File: src/rtl/mac_out_fifo.sv
// Output buffer for the square-accumulate MAC: show-ahead FIFO with valid/ready drain and a sticky overflow flag.
// Optional MAC_OUT_FIFO_PEAK_EN adds a running-maximum `peak` port over accepted results.
module mac_out_fifo #(
    parameter int DATA_W = 20,
    parameter int DEPTH  = 8,
    parameter int CNT_W  = $clog2(DEPTH + 1)
) (
    input  logic              clk,
    input  logic              reset,
    input  logic [DATA_W-1:0] f_in,
    input  logic              valid_in,
    output logic [DATA_W-1:0] data_out,
    output logic              valid_out,
    input  logic              ready_in,
    output logic [CNT_W-1:0]  count,
    output logic              full,
    output logic              overflow
`ifdef MAC_OUT_FIFO_PEAK_EN
    ,
    output logic [DATA_W-1:0] peak
`endif
);

    localparam int PTR_W = $clog2(DEPTH);

    logic [DATA_W-1:0] mem [DEPTH];
    logic [PTR_W-1:0]  wr_ptr;
    logic [PTR_W-1:0]  rd_ptr;
    logic              push;
    logic              pop;
    logic              drop;

    // Outputs depend only on registered state, never on ready_in/valid_in.
    assign valid_out = (count != '0);
    assign full      = (count == CNT_W'(DEPTH));
    assign data_out  = valid_out ? mem[rd_ptr] : '0;

    assign pop  = valid_out && ready_in;
    assign push = valid_in && (!full || pop);
    assign drop = valid_in && full && !pop;

    always_ff @(posedge clk or negedge reset) begin
        if (!reset) begin
            wr_ptr   <= '0;
            rd_ptr   <= '0;
            count    <= '0;
            overflow <= 1'b0;
        end else begin
            if (push) wr_ptr <= wr_ptr + PTR_W'(1);
            if (pop)  rd_ptr <= rd_ptr + PTR_W'(1);
            case ({push, pop})
                2'b10:   count <= count + CNT_W'(1);
                2'b01:   count <= count - CNT_W'(1);
                default: count <= count;
            endcase
            if (drop) overflow <= 1'b1;
        end
    end

    // Storage is deliberately left out of reset; valid_out masks stale entries.
    always_ff @(posedge clk) begin
        if (push) mem[wr_ptr] <= f_in;
    end

`ifdef MAC_OUT_FIFO_PEAK_EN
    always_ff @(posedge clk or negedge reset) begin
        if (!reset) begin
            peak <= '0;
        end else if (push && (f_in > peak)) begin
            peak <= f_in;
        end
    end
`endif

endmodule

File: config.mk
export PLATFORM = sky130hd
export DESIGN_NAME = mac_out_fifo
export DESIGN_NICKNAME = d
export VERILOG_FILES = /design/src/rtl/mac_out_fifo.sv
export SDC_FILE = /design/constraint.sdc
export NUM_CORES = 1
export LEC_CHECK = 0
export BUFFER_PORTS_ARGS = -buffer_cell sky130_fd_sc_hd__buf_2
export CAP_MARGIN = 20
export CORE_MARGIN = 2
export CORE_UTILIZATION = 64
export CTS_CLUSTER_DIAMETER = 40
export DETAILED_ROUTE_END_ITERATION = 8
export GPL_ROUTABILITY_DRIVEN = 0
export HOLD_SLACK_MARGIN = 0.12
export PLACE_DENSITY = 0.84
export RECOVER_POWER = 100
export SETUP_SLACK_MARGIN = 0.1
export SKIP_CTS_REPAIR_TIMING = 1
export SLEW_MARGIN = 30
export SYNTH_ARGS = -nofsm -noshare
export SYNTH_HDL_FRONTEND = slang
export SYNTH_SLANG_ARGS = --single-unit
File: constraint.sdc
create_clock -name clk -period 9.5 [get_ports clk]
set_input_delay 1.425 -clock clk [delete_from_list [all_inputs] [get_ports clk]]
set_output_delay 1.425 -clock clk [all_outputs]
set_load 0.05 [all_outputs]
==> impl_metrics.py, run 1 <==
metrics = {
    "timing": {
        "hold_viol": 0,
        "skew_ns": 0.00826,
        "post-route-period-util_pct": 60.6,
        "rsz0062_at_grt": "no",
        "relSlewSlack_pct": -19.9,
        "finalSetupTns_ns": 0,
        "timing.final.ws_setup_ns": 3.74,
        "min_period_ns": 5.76,
        "worstMarginPinSlew_ns": 1.80,
        "setup_viol": 0,
        "fmax_mhz": 174,
        "drv_slew": 65,
    },
    "synthesis": {
        "synthesis.area_sq_um": 6690,
        "ys_warn_count": 0,
        "postSynth.asyncResetShare_pct": 6.43,
        "synthMuxAreaShare_pct": 13.8,
        "yosysTopAreaCellShare_pct": 71.8,
        "yosysSeqAreaShare_pct": 75.9,
        "syn_nets": 340,
        "synth_edf_count": 160,
        "ys.flop_type": "edfxtp_1",
        "synth_area_leaders": "edfxtp_1, mux4_2, dfrtp_1",
        "synth_cells": 313,
        "ys_seq_elements": 171,
        "syn_avg_cell_area_sq_um": 21.4,
        "synth_top_cell_by_area": "edfxtp_1",
        "synthXorXnorAreaFrac_pct": 0.785,
        "synthAdderAreaFrac_pct": 0.561,
        "synth_cell_types": 38,
        "synth_compound_area_share_pct": 4.26,
        "synthSimpleGateAreaFrac_pct": 2.81,
        "synth_top_family_by_area": "multiplexers",
    },
    "detailed_routing": {
        "ant_nets": 0,
        "drt_wl_total_um": 12600,
        "route.detailed.drc": 0,
        "drt-initial-drc-count": 354,
        "via_per_inst": 6.28,
        "routedWlPerCell_um": 24.2,
        "first_pass_iters": 4,
        "via_count": 3268,
    },
    "cells_and_area": {
        "final_common_cell": "edfxtp_1",
        "final_cell_mix": "edfxtp_1, clkbuf_1, mux4_2",
        "antenna_cells": 0,
        "fin_cells": 520,
        "area_growth_syn_to_layout_pct": 13.3,
        "fin_nets": 398,
        "nFillCells": 599,
        "final_layout_size_suffix_gt1_share_pct": 22.1,
    },
    "critical_path": {
        "r2r_start": "count[1]$_DFFE_PN0P_",
        "crit_slowest_cell": "clkbuf_1",
        "slowest_delay_ns": 1.37,
        "crit_type": "register to primary output",
        "crit_chain": "clkbuf_1, mux4_2, a22o_1, clkbuf_1",
        "rr_worst_depth": 4,
        "worstPathArrival_ns": 4.33,
        "cp.depth": 4,
        "critPathRequiredTime_ns": 8.08,
        "cpMostUsedCell": "clkbuf_1",
        "endpoint": "data_out[19]",
        "r2r_end": "mem[6][10]$_DFFE_PP_",
        "crit_path_start": "rd_ptr[0]$_DFFE_PN0N_",
        "crit_path_max_fanout": 22,
        "start_kind": "register",
        "endpoint_kind": "primary output",
        "rrSetupSlack_ns": 6.02,
        "path_delay_family": "buffers and inverters",
        "critPathBufInv": 2,
    },
    "pwr": {
        "powerDensity_nw_per_um2": 352,
        "p_leak_uw": 0.00245,
        "peakVddDrop_mv": 0.229,
    },
    "cts": {
        "clkTransAtPathRegs_ns": 0.07,
        "cts_tree": "built",
        "cts.sinks": 171,
        "cts_root_buf": "clkbuf_8",
        "clk_path_buf_depth": 2,
        "clkLatencyLatePin_ns": 0.52,
        "cts-buffers-inserted": 17,
        "htree_num_levels": 4,
    },
    "global_route": {
        "overflow": 0,
        "grt_max_degree": 43,
        "track_usage_pct": 24.2,
        "antenna_found_initial": 0,
        "grt_pass1_vias": 3371,
        "grt_pass1_wl_um": 19200,
    },
    "placed_design": {
        "dp.cells": 488,
        "place_ws_ns": 5.65,
        "port_buffers": 50,
        "dp_hpwl_um": 6520,
    },
    "outcome": {
        "violations": "capacitance limit, slew limit",
        "status": "complete, but fails checks",
    },
    "floorplanning": {
        "die_h_um": 106,
        "io_pins": 51,
        "start_util_pct": 65.4,
        "num_rows": 37,
        "dieArea_sq_um": 11300,
        "core_sq_um": 10200,
        "die_w_um": 106,
    },
    "worst_hold_path": {
        "hold_class": "register to register",
    },
    "job": {
        "maxCapViolations": 4,
    },
}
sequential cells by signal (all words and copies together), names as in the netlist:
| register | count |
|---|---|
| wr_ptr | 3 |
| mem | 160 |
| rd_ptr | 3 |
| count | 4 |
| overflow | 1 |
layout make-up:
type	instances	area, sq um	share of cell area (%)
timing repair buffer	62	245	3.24
inverter	2	7.51	0.0991
clock inverter	13	158	2.08
tap	136	170	2.25
clock buffer	19	422	5.56
sequential	171	5080	67.0
multi-input combinational	117	1500	19.7
cells in the mapped netlist (2+ instances only):
cell        n
a21oi_1     3
a22o_1     20
and3_2      2
buf_1       6
buf_2       4
buf_4       2
buf_6       2
clkbuf_1    9
dfrtp_1    11
edfxtp_1  160
ha_1        3
inv_1       2
mux4_2     40
nand2_1     6
nand3_1     2
nand4_1     2
nor2_1      6
nor2b_1     2
nor3_1      3
nor3b_1     2
nor4_1      2
nor4b_1     2
o211ai_1    3
xnor2_1     5
power by group:
group / switching (uW) / total [uW] / internal [uW]
Combinational: 639 / 957 / 318
Sequential: 86.7 / 1040 / 955
Clock: 286 / 668 / 382
Total: 1010 / 2670 / 1650
cells by family after synthesis:
| group | count (synthesis) |
|---|---|
| compound gates | 34 |
| fa+ha+maj | 3 |
| mux | 42 |
| flops | 171 |
| buf+inv | 25 |
| xor+xnor | 6 |
| simple gates | 32 |
per-layer routing:
layer	share of wire (%)	GRT usage [%]	vias to the layer above
met5	0	0	-
met4	2.9	12.8	0
met3	8.7	6.07	24
met2	50	37.2	143
met1	38	32.5	1667
li1	-	-	1434
through the flow:
step | instance area [sq um] | power (uW) | util, % | hold slack (ns)
6_report | 7580 | 2670 | 74.1 | 0.457
5_1_grt | 7580 | 2770 | 74.1 | 0.496
4_1_cts | 7710 | 2720 | 75.3 | 0.455
3_5_place_dp | 7130 | 2040 | 69.7 | 0.439
3_3_place_gp | 7130 | 2020 | 69.7 | 0.433
2_1_floorplan | 6690 | 1820 | - | 0.459
worst min-delay path by stage:
stage	slack [ns]	from	to	depth (start not counted)
finish	0.46	overflow$_DFFE_PN0P_	overflow$_DFFE_PN0P_	1
global route	0.50	overflow$_DFFE_PN0P_	overflow$_DFFE_PN0P_	1
CTS	0.46	overflow$_DFFE_PN0P_	overflow$_DFFE_PN0P_	1
detailed placement	0.44	overflow$_DFFE_PN0P_	overflow$_DFFE_PN0P_	1
global placement	0.43	overflow$_DFFE_PN0P_	overflow$_DFFE_PN0P_	1
floorplan	0.46	rd_ptr[2]$_DFFE_PN0N_	rd_ptr[2]$_DFFE_PN0N_	1
Power figures use the tool's default switching activity.
==> inputs of run 2 (changes only) <==
CORE_UTILIZATION = 53   (was 64)
PLACE_DENSITY = 0.74   (was 0.84)
clock period = 4.9 ns   (was 9.5 ns; I/O delays follow)
==> run 2 against run 1 <==
  * The run still ends with capacitance limit, slew limit left
  * Final cell count is 7.1% higher
  * Non-clock buffer count is 1 higher
  * Final area rose by 0.33%
  * Wire length decreased by 3.4%
  * Total power grew 91%
  * First-iteration DRC count is 22% lower
  * Critical path depth is the same
  * Via count down 1.7%
  * Sequential share of layout area decreased by 0.22 points
  * Combinational power grew 92%
  * Register-to-register slack worse by 4.7 ns
  * Largest cell class unchanged
  * Largest power group unchanged
==> impl_metrics.py, run 2 (synthesized netlist as in run 1, its figures left out) <==
metrics = {
    "job": {
        "maxCapViolations": 5,
    },
    "detailed_routing": {
        "route.detailed.drc": 0,
        "ant_nets": 0,
        "first_pass_iters": 4,
        "via_count": 3212,
        "via_per_inst": 5.77,
        "drt_wl_total_um": 12100,
        "routedWlPerCell_um": 21.8,
        "drt-initial-drc-count": 275,
    },
    "cells_and_area": {
        "finalCoreUtilization_pct": 61.0,
        "reg_top3": "mem: 160 flops, count: 4 flops",
        "area_growth_syn_to_layout_pct": 13.6,
        "fin_nets": 399,
        "fin_cells": 557,
        "largest_register": "mem",
        "final_cell_mix": "edfxtp_1, clkbuf_1, mux4_2",
        "largest_reg_flops": 160,
        "final_common_cell": "edfxtp_1",
        "final_layout_size_suffix_gt1_share_pct": 23.1,
        "stdcell_area_sq_um": 7600,
        "antenna_cells": 0,
    },
    "global_route": {
        "antenna_found_initial": 0,
        "grt_max_degree": 25,
        "grt_pass1_vias": 3133,
        "track_usage_pct": 19.3,
        "overflow": 0,
        "grt_pass1_wl_um": 18000,
    },
    "critical_path": {
        "crit_path_max_fanout": 22,
        "r2r_start": "count[1]$_DFFE_PN0P_",
        "critPathRequiredTime_ns": 4.16,
        "crit_chain": "buf_4, mux4_2, a22o_1, clkbuf_1",
        "crit_path_start": "rd_ptr[0]$_DFFE_PN0N_",
        "start_kind": "register",
        "crit_type": "register to primary output",
        "worstPathArrival_ns": 3.19,
        "slowest_delay_ns": 1.23,
        "endpoint_kind": "primary output",
        "crit_slowest_cell": "dfrtp_1",
    },
    "floorplanning": {
        "start_util_pct": 53.7,
        "dieArea_sq_um": 13500,
        "die_w_um": 116,
        "num_rows": 41,
        "core_sq_um": 12500,
        "die_h_um": 116,
        "io_pins": 51,
    },
    "cts": {
        "cts_tree": "built",
        "htree_num_levels": 4,
        "cts.sinks": 171,
        "cts-buffers-inserted": 17,
        "clkLatencyLatePin_ns": 0.42,
        "clk_path_buf_depth": 2,
        "clkTransAtPathRegs_ns": 0.06,
        "cts_root_buf": "clkbuf_16",
    },
    "pwr": {
        "p_leak_uw": 0.00244,
        "pwr-share-comb_pct": 36.2,
        "swShare_pct": 37.8,
        "intPower_uw": 3160,
        "p_switching_uw": 1920,
        "total_power_uw": 5090,
        "powerDensity_nw_per_um2": 669,
        "p_clk_share_pct": 23.6,
        "seqPwrFrac_pct": 40.2,
        "peakVddDrop_mv": 0.404,
    },
    "placed_design": {
        "dp_hpwl_um": 6850,
        "port_buffers": 50,
        "dp.cells": 525,
        "place_area_sq_um": 7180,
    },
    "timing": {
        "rsz0062_at_grt": "no",
        "worstMarginPinSlew_ns": 1.53,
        "skew_ns": 0.00737,
        "post-route-period-util_pct": 80.2,
        "relSlewSlack_pct": -2.36,
        "setup_viol": 0,
        "drv_slew": 50,
        "min_period_ns": 3.93,
        "finalSetupTns_ns": 0,
        "fmax_mhz": 255,
        "hold_viol": 0,
    },
    "worst_hold_path": {
        "hold_class": "primary input to async pin",
    },
    "outcome": {
        "violations": "capacitance limit, slew limit",
        "status": "complete, but fails checks",
    },
}
-- run 2: cell types whose count changed in the layout (fill, tap and decap cells not counted), moves of 2 or more --
| cell | before | now |
|---|---|---|
| nor4b_1 | 2 | 0 |
| clkinv_1 | 0 | 3 |
| inv_8 | 3 | 0 |
| nor4b_2 | 0 | 2 |
| clkinv_4 | 3 | 0 |
| clkinv_2 | 1 | 7 |
| clkbuf_1 | 58 | 53 |
| buf_4 | 2 | 5 |
-- run 2: path summary, 6_finish.rpt --
path,to,slack [ns],cells past startpoint
setup / recovery,data_out[18],0.97,4
hold reg to reg,overflow$_DFFE_PN0P_,0.46,1
setup reg to reg,mem[3][11]$_DFFE_PP_,1.35,4
max in group asynchronous,wr_ptr[2]$_DFFE_PN0P_,4.22,1
min in group clk,overflow$_DFFE_PN0P_,0.46,1
hold / removal,count[2]$_DFFE_PN0P_,0.29,1
-- run 2: power by group through the flow --
stage | Clock [uW] | Sequential [uW] | Combinational, uW
global route | 1280 | 2070 | 1950
floorplan | 0 | 1990 | 1530
detailed placement | 0 | 2070 | 1920
global placement | 0 | 2060 | 1890
CTS | 1230 | 2050 | 1920
finish | 1200 | 2040 | 1840
-- run 2: stage by stage --
stage                     setup WS, ns  hold WS [ns]
after floorplan                   1.10         0.439
after global placement            1.91         0.435
after detailed placement          1.88         0.449
after CTS                         1.42         0.165
after global routing             0.735         0.341
final                            0.972         0.293
-- run 2: layout make-up --
class                      instances  area [sq um]
clock buffer                      17           425
clock inverter                    15           108
fill                             937          4860
inverter                           2          7.51
multi-input combinational        117          1510
sequential                       171          5080
tap                              172           215
timing repair buffer              63           262
-- run 2: critical path, delay by kind of cell (launching register included) --
family                 cells  cell delay [ns]
AO/OA/AOI/OAI              1             0.27
buffers and inverters      2             0.73
flip-flops                 1             1.23
multiplexers               1             0.54
-- run 2: per-layer routing --
metal / up-vias / share of wire [%] / track usage [%]
li1: 1435 / - / -
met1: 1677 / 42 / 25.1
met2: 86 / 52 / 31.2
met3: 14 / 5.4 / 5.50
met4: 0 / 1.3 / 7.54
met5: - / 0 / 0
